`src/rtl/inst_fetch_if.sv`:
```
// Instruction-memory bus between the fetch unit (master) and the instruction memory (slave).
// Request is accepted on req&gnt; rvalid/rdata return exactly one cycle after acceptance.
interface inst_fetch_if;
    logic        imem_req;
    logic [31:0] imem_addr;
    logic        imem_gnt;
    logic        imem_rvalid;
    logic [31:0] imem_rdata;

    modport master (
        output imem_req,
        output imem_addr,
        input  imem_gnt,
        input  imem_rvalid,
        input  imem_rdata
    );

    modport slave (
        input  imem_req,
        input  imem_addr,
        output imem_gnt,
        output imem_rvalid,
        output imem_rdata
    );
endinterface

```
`src/rtl/inst_fetch.sv`:
```
// Instruction fetch: credit-limited requests, 2-entry {word, pc} FIFO, redirect flush.
// Optional macro IF_BYPASS_EN presents a response straight to the decoder when the FIFO is empty.
module inst_fetch #(
    parameter logic [31:0] RESET_PC = 32'h0000_0000
) (
    input  logic         clk,
    input  logic         rst_n,
    inst_fetch_if.master imem,
    input  logic         PCSel,
    input  logic [31:0]  alu_target,
    input  logic         stall,
    output logic [31:0]  inst,
    output logic [31:0]  inst_pc,
    output logic         inst_valid
);
    localparam logic [31:0] NOP = 32'h0000_0013;

    logic        r_run;
    logic [31:0] r_fetch_pc;
    logic [1:0]  r_count;
    logic        r_head;
    logic [1:0]  r_inflight;
    logic [1:0]  r_stale;
    logic [31:0] r_rsp_pc;
    logic [31:0] r_word [2];
    logic [31:0] r_pc   [2];

    logic [2:0]  w_credit;
    logic        w_accept;
    logic        w_rsp_live;
    logic        w_bypass;
    logic        w_pop;
    logic        w_push;
    logic        w_tail;

    // Credit uses registered occupancy only, so a pop never frees a slot in the same cycle.
    assign w_credit       = {1'b0, r_count} + {1'b0, r_inflight};
    assign imem.imem_req  = r_run & (w_credit < 3'd2) & ~PCSel;
    assign imem.imem_addr = r_fetch_pc;

    assign w_accept   = imem.imem_req & imem.imem_gnt;
    assign w_rsp_live = imem.imem_rvalid & (r_stale == 2'd0) & ~PCSel;
    assign w_pop      = (r_count != 2'd0) & ~stall & ~PCSel;
    assign w_tail     = r_head ^ r_count[0];

`ifdef IF_BYPASS_EN
    assign w_bypass = w_rsp_live & (r_count == 2'd0);
`else
    assign w_bypass = 1'b0;
`endif

    // A bypassed word consumed by the decoder this cycle never enters the FIFO.
    assign w_push = w_rsp_live & ~(w_bypass & ~stall);

    always_ff @(posedge clk or negedge rst_n) begin
        if (!rst_n) begin
            r_run      <= 1'b0;
            r_fetch_pc <= RESET_PC;
            r_count    <= 2'd0;
            r_head     <= 1'b0;
            r_inflight <= 2'd0;
            r_stale    <= 2'd0;
        end else begin
            r_run      <= 1'b1;
            r_inflight <= r_inflight + {1'b0, w_accept} - {1'b0, imem.imem_rvalid};
            if (PCSel) begin
                r_count    <= 2'd0;
                r_fetch_pc <= {alu_target[31:2], 2'b00};
                r_stale    <= r_inflight - {1'b0, imem.imem_rvalid};
            end else begin
                if (w_accept)
                    r_fetch_pc <= r_fetch_pc + 32'd4;
                if (imem.imem_rvalid && (r_stale != 2'd0))
                    r_stale <= r_stale - 2'd1;
                r_count <= r_count + {1'b0, w_push} - {1'b0, w_pop};
                if (w_pop)
                    r_head <= ~r_head;
            end
        end
    end

    // The response always belongs to the previous cycle's acceptance, so one pc register suffices.
    always_ff @(posedge clk) begin
        if (w_accept)
            r_rsp_pc <= r_fetch_pc;
        if (w_push) begin
            r_word[w_tail] <= imem.imem_rdata;
            r_pc[w_tail]   <= r_rsp_pc;
        end
    end

    always_comb begin
        inst_valid = 1'b0;
        inst       = NOP;
        inst_pc    = 32'h0000_0000;
        if (r_count != 2'd0) begin
            inst_valid = 1'b1;
            inst       = r_word[r_head];
            inst_pc    = r_pc[r_head];
        end else if (w_bypass) begin
            inst_valid = 1'b1;
            inst       = imem.imem_rdata;
            inst_pc    = r_rsp_pc;
        end
    end
endmodule
```
`src/flat_wrapper.sv`:
```
// flat-port wrapper written by rule: the top's interface ports become plain ports
module inst_fetch_flat 
#(
    parameter logic [31:0] RESET_PC = 32'h0000_0000
)
  (clk, rst_n, PCSel, alu_target, stall, inst, inst_pc, inst_valid, imem_imem_req, imem_imem_addr, imem_imem_gnt, imem_imem_rvalid, imem_imem_rdata);
  inst_fetch_if imem_i ();
  input  logic clk;
  input  logic rst_n;
  input  logic PCSel;
  input  logic [31:0] alu_target;
  input  logic stall;
  output logic [31:0] inst;
  output logic [31:0] inst_pc;
  output logic inst_valid;
  output wire logic [$bits(imem_i.imem_req)-1:0] imem_imem_req;
  output wire logic [$bits(imem_i.imem_addr)-1:0] imem_imem_addr;
  input wire logic [$bits(imem_i.imem_gnt)-1:0] imem_imem_gnt;
  input wire logic [$bits(imem_i.imem_rvalid)-1:0] imem_imem_rvalid;
  input wire logic [$bits(imem_i.imem_rdata)-1:0] imem_imem_rdata;
  assign imem_imem_req = imem_i.imem_req;
  assign imem_imem_addr = imem_i.imem_addr;
  assign imem_i.imem_gnt = imem_imem_gnt;
  assign imem_i.imem_rvalid = imem_imem_rvalid;
  assign imem_i.imem_rdata = imem_imem_rdata;
  inst_fetch #(.RESET_PC(RESET_PC)) u_core (.clk(clk), .rst_n(rst_n), .imem(imem_i), .PCSel(PCSel), .alu_target(alu_target), .stall(stall), .inst(inst), .inst_pc(inst_pc), .inst_valid(inst_valid));
endmodule
```
`config.mk`:
```
export PLATFORM = sky130hd
export DESIGN_NAME = inst_fetch_flat
export DESIGN_NICKNAME = d
export VERILOG_FILES = /design/src/rtl/inst_fetch_if.sv /design/src/rtl/inst_fetch.sv /design/src/flat_wrapper.sv
export SDC_FILE = /design/constraint.sdc
export NUM_CORES = 1
export LEC_CHECK = 0
export CORE_UTILIZATION = 32
export DETAILED_ROUTE_END_ITERATION = 6
export GPL_TIMING_DRIVEN = 1
export HOLD_SLACK_MARGIN = 0.15
export PLACE_DENSITY_LB_ADDON = 0.2
export RECOVER_POWER = 100
export SETUP_SLACK_MARGIN = 0.05
export SYNTH_ARGS = -nofsm -noshare
export SYNTH_HDL_FRONTEND = slang
export SYNTH_SLANG_ARGS = --single-unit
```
`constraint.sdc`:
```
create_clock -name clk -period 5.7 [get_ports clk]
set_input_delay 1.14 -clock clk [delete_from_list [all_inputs] [get_ports clk]]
set_output_delay 1.14 -clock clk [all_outputs]
set_load 0.01 [all_outputs]
```
==> results.json <==
{
  "status": "finished with violations",
  "violations": "capacitance limit, slew limit",
  "yosys_register_bits": 192,
  "synth-compound-area-share_pct": 5.18,
  "crit_arrival_ps": 3370,
  "multi_input_area_um2": 2130,
  "drt_iter0_drc": 231,
  "leakage_nw": 3.93,
  "core_um2": 24200,
  "worstMarginPinSlew_ps": 2240,
  "grt.overflow.total": 0,
  "crit_family": "simple AND/OR/NAND/NOR gates",
  "synth_xor_area_share_pct": 1.00,
  "p_per_area_nw_per_um2": 381,
  "wl_met3_um": 792,
  "die_x_um": 159,
  "ys_top_cells_by_count": "154 x edfxtp_1, 76 x nor2_1, 65 x mux2i_1",
  "place_area_um2": 9850,
  "worstPathRequired_ps": 4560,
  "drt_pass1_iterations": 6,
  "slowest_delay_ps": 1340,
  "wl_per_cell_um": 16.4,
  "min_period_ps": 4510,
  "synthSimpleGateAreaFrac_pct": 11.0,
  "syn_avg_cell_area_um2": 14.4,
  "ios": 168,
  "clock_path_buffers": 2,
  "worst-path-max-fanout": 39,
  "ys_seq_area_share_pct": 70.8,
  "vias": 4904,
  "fillerInstances": 2262,
  "met1_length_um": 7720,
  "wirelength_um": 17100,
  "worst_hold_path.endpoint": "u_core.r_pc[1][5]",
  "post_cts_resized": 0,
  "wl_met2_um": 8420,
  "cts_buffers": 17,
  "antenna_found_initial": 0,
  "hold_viol": 0,
  "ant_nets": 0,
  "reg2reg_from": "u_core.r_count[0]",
  "grt_pass1_wl_um": 27400,
  "fin_setup_tns_ps": 0,
  "ctsHoldBuffers": 0,
  "top_layer": "met4",
  "reg2reg_slack_ps": 1600,
  "vdd_ir_drop_max_v": 0.000203,
  "final_area_um2": 10400,
  "die_area_um2": 25200,
  "muxShareOfSynthArea_pct": 8.41,
  "rows": 57,
  "ys_types": 51,
  "final_nets": 783,
  "htreeDepth": 4,
  "synth_warnings": 0,
  "min_delay_path_depth": 0,
  "cts_tree": "yes",
  "start_util_pct": 32.5,
  "clk_pin_slew_ps": 70,
  "synthArstFlopShare_pct": 19.8,
  "area_delta_synth_final_pct": 32.0,
  "finalCoreUtilization_pct": 42.9,
  "fmax_ghz": 0.222,
  "hpwl_um": 11500,
  "ys.flop_type": "edfxtp_1",
  "worstReg2RegEnd": "u_core.imem.imem_addr[6]",
  "crit_buf_inv": 2,
  "period_share_pct": 79.0,
  "crit_path_top_delay_cell": "nor2_2",
  "path_class": "flip-flop to primary output",
  "layout-drive-gt1-share_pct": 7.23,
  "synth_most_common_cell": "edfxtp_1",
  "grt_max_degree": 63,
  "dp.cells": 1011,
  "grtUsageTotal_pct": 14.1,
  "reg2reg_depth": 9,
  "synth.largest_area_cell": "edfxtp_1",
  "cts.sinks": 192,
  "cts-root-buf": "clkbuf_16",
  "slew_headroom_pct": -49.4,
  "hold_path_class": "flip-flop to flip-flop",
  "regArea_um2": 5580,
  "clock_latency_ps": 420,
  "grt_pass1_vias": 4981,
  "setup_viol": 0,
  "power.total_w": 0.00396,
  "synth.top_cells.by_area": "edfxtp_1 59%, dfrtp_1 12%, mux2i_1 8.3%, nor2_1 3.6%, nand2_1 2.0%",
  "slew_viol_final": 181,
  "start_kind": "flip-flop",
  "drc_errors": 0,
  "rsz0062_at_grt": "false",
  "final_cells": 1043,
  "synth.top_cell.area_share_pct": 58.8,
  "viasPerCell": 4.70,
  "antenna_cells": 0,
  "synthCells": 545,
  "synth_fa_ha_area_share_pct": 1.21,
  "port_buffers": 161,
  "synth_edf_count": 154,
  "cap_violations": 4,
  "path_cells": "nor2_2 -> buf_4 -> nor2_1 -> dlygate4sd3_1",
  "cts_setup_buffers": 0,
  "hold_start": "u_core.r_rsp_pc[5]",
  "synth_area_um2": 7870,
  "routabilityCongestion": 0.809,
  "synth_top_family_by_area": "simple AND/OR/NAND/NOR gates",
  "die_h_um": 159,
  "fin_worst_skew_ps": 8.72,
  "critPathCaptureType": "primary output"
}
## per-stage QoR
stage / setup slack [ps] / hold slack [ps]
6_report: 1190 / 447
5_1_grt: 879 / 456
4_1_cts: 1500 / 446
3_5_place_dp: 1040 / 430
3_3_place_gp: 1130 / 425
2_1_floorplan: 1230 / 421
## report_power, final
group | internal, W | leakage [nW] | switching [W]
registers | 0.00170 | 1.86 | 0.000162
clock network | 0.000612 | 0.279 | 0.000539
logic | 0.000462 | 1.79 | 0.000487
total | 0.00277 | 3.93 | 0.00119
## per-layer routing
metal / track usage, % / vias to the layer above
met5: 0 / -
met4: 5.43 / 0
met3: 3.00 / 14
met2: 23.0 / 157
met1: 18.2 / 2391
li1: - / 2342
## worst max-delay path by stage
stage	start	end	slack, ps	cells after the start
floorplan	PCSel	u_core.r_pc[0][10]	1230	3
global placement	PCSel	u_core.imem.imem_addr[5]	1130	7
detailed placement	PCSel	u_core.imem.imem_addr[6]	1040	7
CTS	PCSel	u_core.imem.imem_addr[6]	1500	7
global route	PCSel	u_core.r_pc[0][15]	880	4
finish	u_core.r_count[1]	inst[11]	1190	4
## sequential cells by signal, summed over array words and instances, names as in the netlist
signal	flops
u_core.r_pc	60
u_core.r_inflight	2
u_core.r_head	1
u_core.imem.imem_addr	30
u_core.r_word	64
u_core.r_run	1
u_core.r_rsp_pc	30
u_core.r_stale	2
u_core.r_count	2
## layout make-up
class                      count  share of cell area [%]
tap                          324                    3.90
clock inverter                13                    1.17
sequential                   192                    53.7
clock buffer                  19                    4.47
timing repair buffer         166                    15.7
multi-input combinational    315                    20.5
inverter                      14                   0.506
## cells by family after synthesis
family / count (synthesis)
DFF: 192
other: 2
muxes: 66
xor gates and xnor gates: 9
AOI/OAI and AO/OA: 56
buffers and inverters: 41
and+or+nand+nor: 172
adders and majority gates: 7
## worst reg2reg max path: stages, from the launching register on
cell,delay [ps]
dfrtp_1,420
inv_1,100
nor2_1,60
fa_1,510
nor4b_1,100
nand2_1,610
clkinv_1,930
nor2_1,940
o21ai_0,200
o311ai_0,130
## cells in the final DEF (no fill, tap or decap), types with 11 or more instances in the layout
cell type,Yosys,final
clkbuf_16,0,18
clkdlybuf4s50_1,0,36
dfrtp_1,38,37
dlygate4sd3_1,0,124
edfxtp_1,154,154
inv_1,14,13
mux2i_1,65,65
nand2_1,41,41
nand4_1,11,11
nor2_1,76,75
o211ai_1,12,12
o21ai_0,14,14
Power figures use the tool's default switching activity.
==> RTL change 1, RTL diff (same flow settings) <==
Add a define of `IF_BYPASS_EN`.
--- a/src/rtl/inst_fetch.sv
+++ b/src/rtl/inst_fetch.sv
@@ -2,2 +2,4 @@
 // Optional macro IF_BYPASS_EN presents a response straight to the decoder when the FIFO is empty.
+`define IF_BYPASS_EN
+
 module inst_fetch #(
Check against the original RTL: not equivalent (Yosys sat finds a counterexample within 4 cycles, from zero or initial values and one cycle with rst_n low).
==> RTL change 1 against the original RTL <==
The run still ends with capacitance limit, slew limit left; first-iteration DRC count rose by 20%; setup slack got worse by 0.51 ns; design area increased by 3.6%; non-clock buffer count up 5; total power down 2.1%; sequential cell count unchanged; largest power group unchanged; critical path type is now input pin to output port; routed wire length rose by 17%; area after synthesis is 4.2% higher.
==> RTL change 1: results (changes against the original RTL) <==
** Setup path
- The arrival time of the worst setup path is 3.87 ns (+0.50 ns).
- CP max FO :: 38 (-2.6%)

** Finish
- Proportion of layout cells with a drive suffix above 1 :: 0.0598 (-0.0125)

** Run status
- Outcome :: complete, but fails checks
- Violations in the final reports :: capacitance limit, slew limit

** Route
- The first-pass detailed-route iteration total came to 5 (-1).
- The total routed wire length on the met1 layer was 9.19 mm (+19%).
- After detailed routing, no signal wire sits above met5.
- Drt first-iter violations :: 278 (+20%)
- WL final :: 20.1 mm (+17%)
- Met2 routed WL :: 9.58 mm (+14%)
- The via count of the routed design is 5683 (+16%).

** GRT
- The global-route wire length before repair is 31.7 mm (+15%).
- Antenna violations before repair :: 1 (+1)

** Place
- The post-DP HPWL came to 13.3 mm (+16%).
- The placer's final routability congestion estimate was 0.817 (+1.0%).

** STA
- Final slew viol count :: 192 (+6.1%)
- The transition time of the tightest slew-check pin is 2.13 ns (-0.113 ns).
- Setup clock skew after layout :: 0.0118 ns (+0.00309 ns)

** Synthesis
- Most used standard cells in the synthesized netlist :: 154 x sky130_fd_sc_hd__edfxtp_1, 105 x sky130_fd_sc_hd__nand2_1, 76 x sky130_fd_sc_hd__o21ai_0
- The sequential cell area fraction in the yosys report was 0.680 (-0.0283).
- Number of different library cells in the post-synthesis netlist :: 49 (-3.9%)

** Power and ir drop
- Lkg Pwr :: 3.96 nW (+0.85%)
- Sequential cell power :: 1.81 mW (-3%)
- The power share of the clock group is 0.302 (+0.011).

** Run
- The number of max-cap violations came to 4 (unchanged).
[RTL change 1: cell count changes after synthesis, moves of 3 or more]
cell                       change
sky130_fd_sc_hd__buf_2         -3
sky130_fd_sc_hd__o21ai_0      +62
sky130_fd_sc_hd__a221o_1       -5
sky130_fd_sc_hd__a21o_1        -3
sky130_fd_sc_hd__o311ai_0      +8
sky130_fd_sc_hd__nor2_1       -54
sky130_fd_sc_hd__and3_1        +6
sky130_fd_sc_hd__nand3_1       +7
sky130_fd_sc_hd__or4_1         +3
sky130_fd_sc_hd__clkbuf_1      +9
sky130_fd_sc_hd__nand2_1      +64
sky130_fd_sc_hd__inv_1         -3
[RTL change 1: through the flow]
step / instance area (sq um) / instances / worst slack, ns / power [mW]
2_1_floorplan: 8210 / 633 / 0.895 / 2.31
3_3_place_gp: 10200 / 1101 / 1.11 / 2.79
3_5_place_dp: 10200 / 1101 / 1.12 / 2.81
4_1_cts: 10800 / 1133 / 1.12 / 4.00
5_1_grt: 10800 / 1133 / 0.555 / 4.07
6_report: 10800 / 1133 / 0.686 / 3.88
[RTL change 1: worst paths after layout]
path                       depth (start not counted)                                     to                         start  slack (ns)
max reg2reg                                       10  u_core.imem.imem_addr[31]$_DFFE_PN0P_   u_core.r_count[0]$_DFF_PN0_        2.11
max in group asynchronous                          1              u_core.r_head$_DFFE_PN0P_                         rst_n        2.86
max                                                4                          imem_imem_req                         PCSel        0.69
min reg2reg                                        0            u_core.r_pc[1][9]$_DFFE_PP_  u_core.r_rsp_pc[9]$_DFFE_PP_        0.48
min                                                0            u_core.r_pc[1][9]$_DFFE_PP_  u_core.r_rsp_pc[9]$_DFFE_PP_        0.48
min in group asynchronous                          1  u_core.imem.imem_addr[28]$_DFFE_PN0P_                         rst_n        1.32
[RTL change 1: kinds of logic (layout without fill, tap and decap cells)]
group,Yosys count,after routing,share of synthesized area
compound gates,120,120,0.0875
buf+inv,44,214,0.0221
mux,65,65,0.0794
other cells,2,5,0.000916
flops,192,192,0.680
simple gates,191,191,0.109
fa+ha+maj,7,7,0.0116
xor+xnor,9,9,0.00961
[RTL change 1: worst max-delay path, stage by stage]
cell,delay [ns]
sky130_fd_sc_hd__dlygate4sd3_1,0.56
sky130_fd_sc_hd__clkbuf_1,1.33
sky130_fd_sc_hd__nor4b_4,0.23
sky130_fd_sc_hd__clkdlybuf4s50_1,0.58
[RTL change 1: routing by layer]
metal,vias to the layer above,global-route usage
met3,19,0.0398
li1,2669,-
met5,-,0
met2,186,0.251
met4,2,0.0515
met1,2807,0.209
[RTL change 1: final cells by class]
class                           instances  area [sq um]
Sequential cell                       192          5580
Multi-Input combinational cell        397          2470
Timing Repair Buffer                  171          1680
Fill cell                            2302         14400
Inverter                               11          41.3
Clock buffer                           17           425
Tap cell                              330           413
Clock inverter                         15           163
==> RTL change 2, RTL diff (same settings) <==
Without the edit above. Make the reset (`rst_n`) synchronous in one clocked block.
--- a/src/rtl/inst_fetch.sv
+++ b/src/rtl/inst_fetch.sv
@@ -54,3 +54,3 @@
 
-    always_ff @(posedge clk or negedge rst_n) begin
+    always_ff @(posedge clk) begin
         if (!rst_n) begin
Function: differs if rst_n is asserted again (counterexample within 4 cycles, from zero or initial values and one cycle with rst_n low); with rst_n held inactive, the same outputs for 4 cycles.
==> RTL change 2 against the original RTL <==
The flow still finishes with violations (capacitance limit, slew limit); highest routed layer unchanged; count of clock-buffer cells in the layout up 1; area after synthesis up 1.2%; routed wire length up 8.4%; design area up 0.96%; first-iteration DRC count up 52%; sequential cell count up 1; setup slack worse by 0.10 ns; critical path type unchanged; non-clock buffer count up 4; core utilization up 0.16 points.
Power is not compared: it rests on default switching activity, and its combinational part moved more than twofold at a synthesized area within 25%.
==> RTL change 2: results (changes against the original RTL) <==
** Place
- Count of placed standard cells including taps :: 1061 (+4.9%)
- The placer's final routability congestion estimate is 0.841 (+4.0%).

** Synthesis
- Number of different library cells in the post-synthesis netlist :: 55 (+7.8%)
- The XOR/XNOR share of the synthesized area is 0.0143 (+0.00428).
- The average cell area after synthesis came to 13.3 sq um (-7.9%).
- Portion of netlist area occupied by mux cells :: 0.0792 (-0.00494)
- The sequential cell area fraction in the yosys report was 0.678 (-0.0299).
- Asr flop ratio synth :: 0 (-0.198)

** Run status
- The flow ran to the end, but the final reports show violations.
- Violations in the final reports :: capacitance limit, slew limit

** GRT
- Overall Global Routing Usage :: 0.149 (+0.00810)
- The met1 usage was 0.198 (+0.0164).
- The global-route wire length before repair was 29.2 mm (+6.6%).
- The routing usage on met3 is 0.0335 (+0.00346).
- Fraction of met2 tracks used by global routing :: 0.238 (+0.00753)

** Setup path
- Logic depth of the worst register-to-register path :: 7 (-2)
- WP data arrival :: 3.47 ns (+0.10 ns)

** Route
- The via count of the routed design is 5415 (+10%).
- The first-pass detailed-route iteration total is 4 (-2).
- Drt first-iter violations :: 350 (+52%)
- Met2 routed WL :: 8.77 mm (+4.1%)
- The overall routed net length came to 18.6 mm (+8.4%).
- Detailed-route wire length per cell :: 17.0 um (+3.5%)
- Wl on met1 :: 8.53 mm (+10%)

** STA
- Final slew viol count :: 164 (-9.4%)
- The worst slew margin relative to its limit came to -0.181 (+0.313).

** Run
- The number of max-cap violations is 3 (-1).

** Finish
- Final-stage net count :: 833 (+6.4%)
RTL change 2: through the flow:
stage	power, mW	util	instance area [sq um]
after CTS	3.11	0.431	10500
after floorplan	1.78	-	7980
final	3.06	0.430	10500
after global routing	3.18	0.430	10500
after detailed placement	1.94	0.407	9930
after global placement	1.93	0.407	9930
RTL change 2: worst paths after layout:
path | start | slack [ns] | endpoint
worst max-delay path | flip-flop | 1.09 | inst_pc[19]
worst min-delay path | u_core.r_rsp_pc[29]$_DFFE_PP_ | 0.45 | u_core.r_pc[1][29]$_DFFE_PP_
worst max register to register | u_core.r_count[0]$_SDFF_PP0_ | 2.27 | u_core.r_rsp_pc[19]$_DFFE_PP_
worst min register to register | u_core.r_rsp_pc[29]$_DFFE_PP_ | 0.45 | u_core.r_pc[1][29]$_DFFE_PP_
RTL change 2: layout make-up:
| class | count | area (sq um) |
|---|---|---|
| Clock buffer | 20 | 467 |
| Clock inverter | 12 | 120 |
| Fill cell | 2290 | 13900 |
| Inverter | 17 | 63.8 |
| Multi-Input combinational cell | 357 | 2380 |
| Sequential cell | 193 | 5410 |
| Tap cell | 324 | 405 |
| Timing Repair Buffer | 170 | 1650 |
RTL change 2: worst max-delay path: stages (launching register included):
cell,delay (ns)
sky130_fd_sc_hd__dfxtp_2,1.23
sky130_fd_sc_hd__clkbuf_2,0.78
sky130_fd_sc_hd__mux2i_1,0.27
sky130_fd_sc_hd__nor2_1,0.06
sky130_fd_sc_hd__dlygate4sd3_1,0.66
RTL change 2: where the power goes:
group          switching, mW  internal, mW  total, mW
Clock                  0.520         0.648       1.17
Sequential            0.0475          1.58       1.63
Combinational          0.134         0.124      0.257
Total                  0.701          2.35       3.06
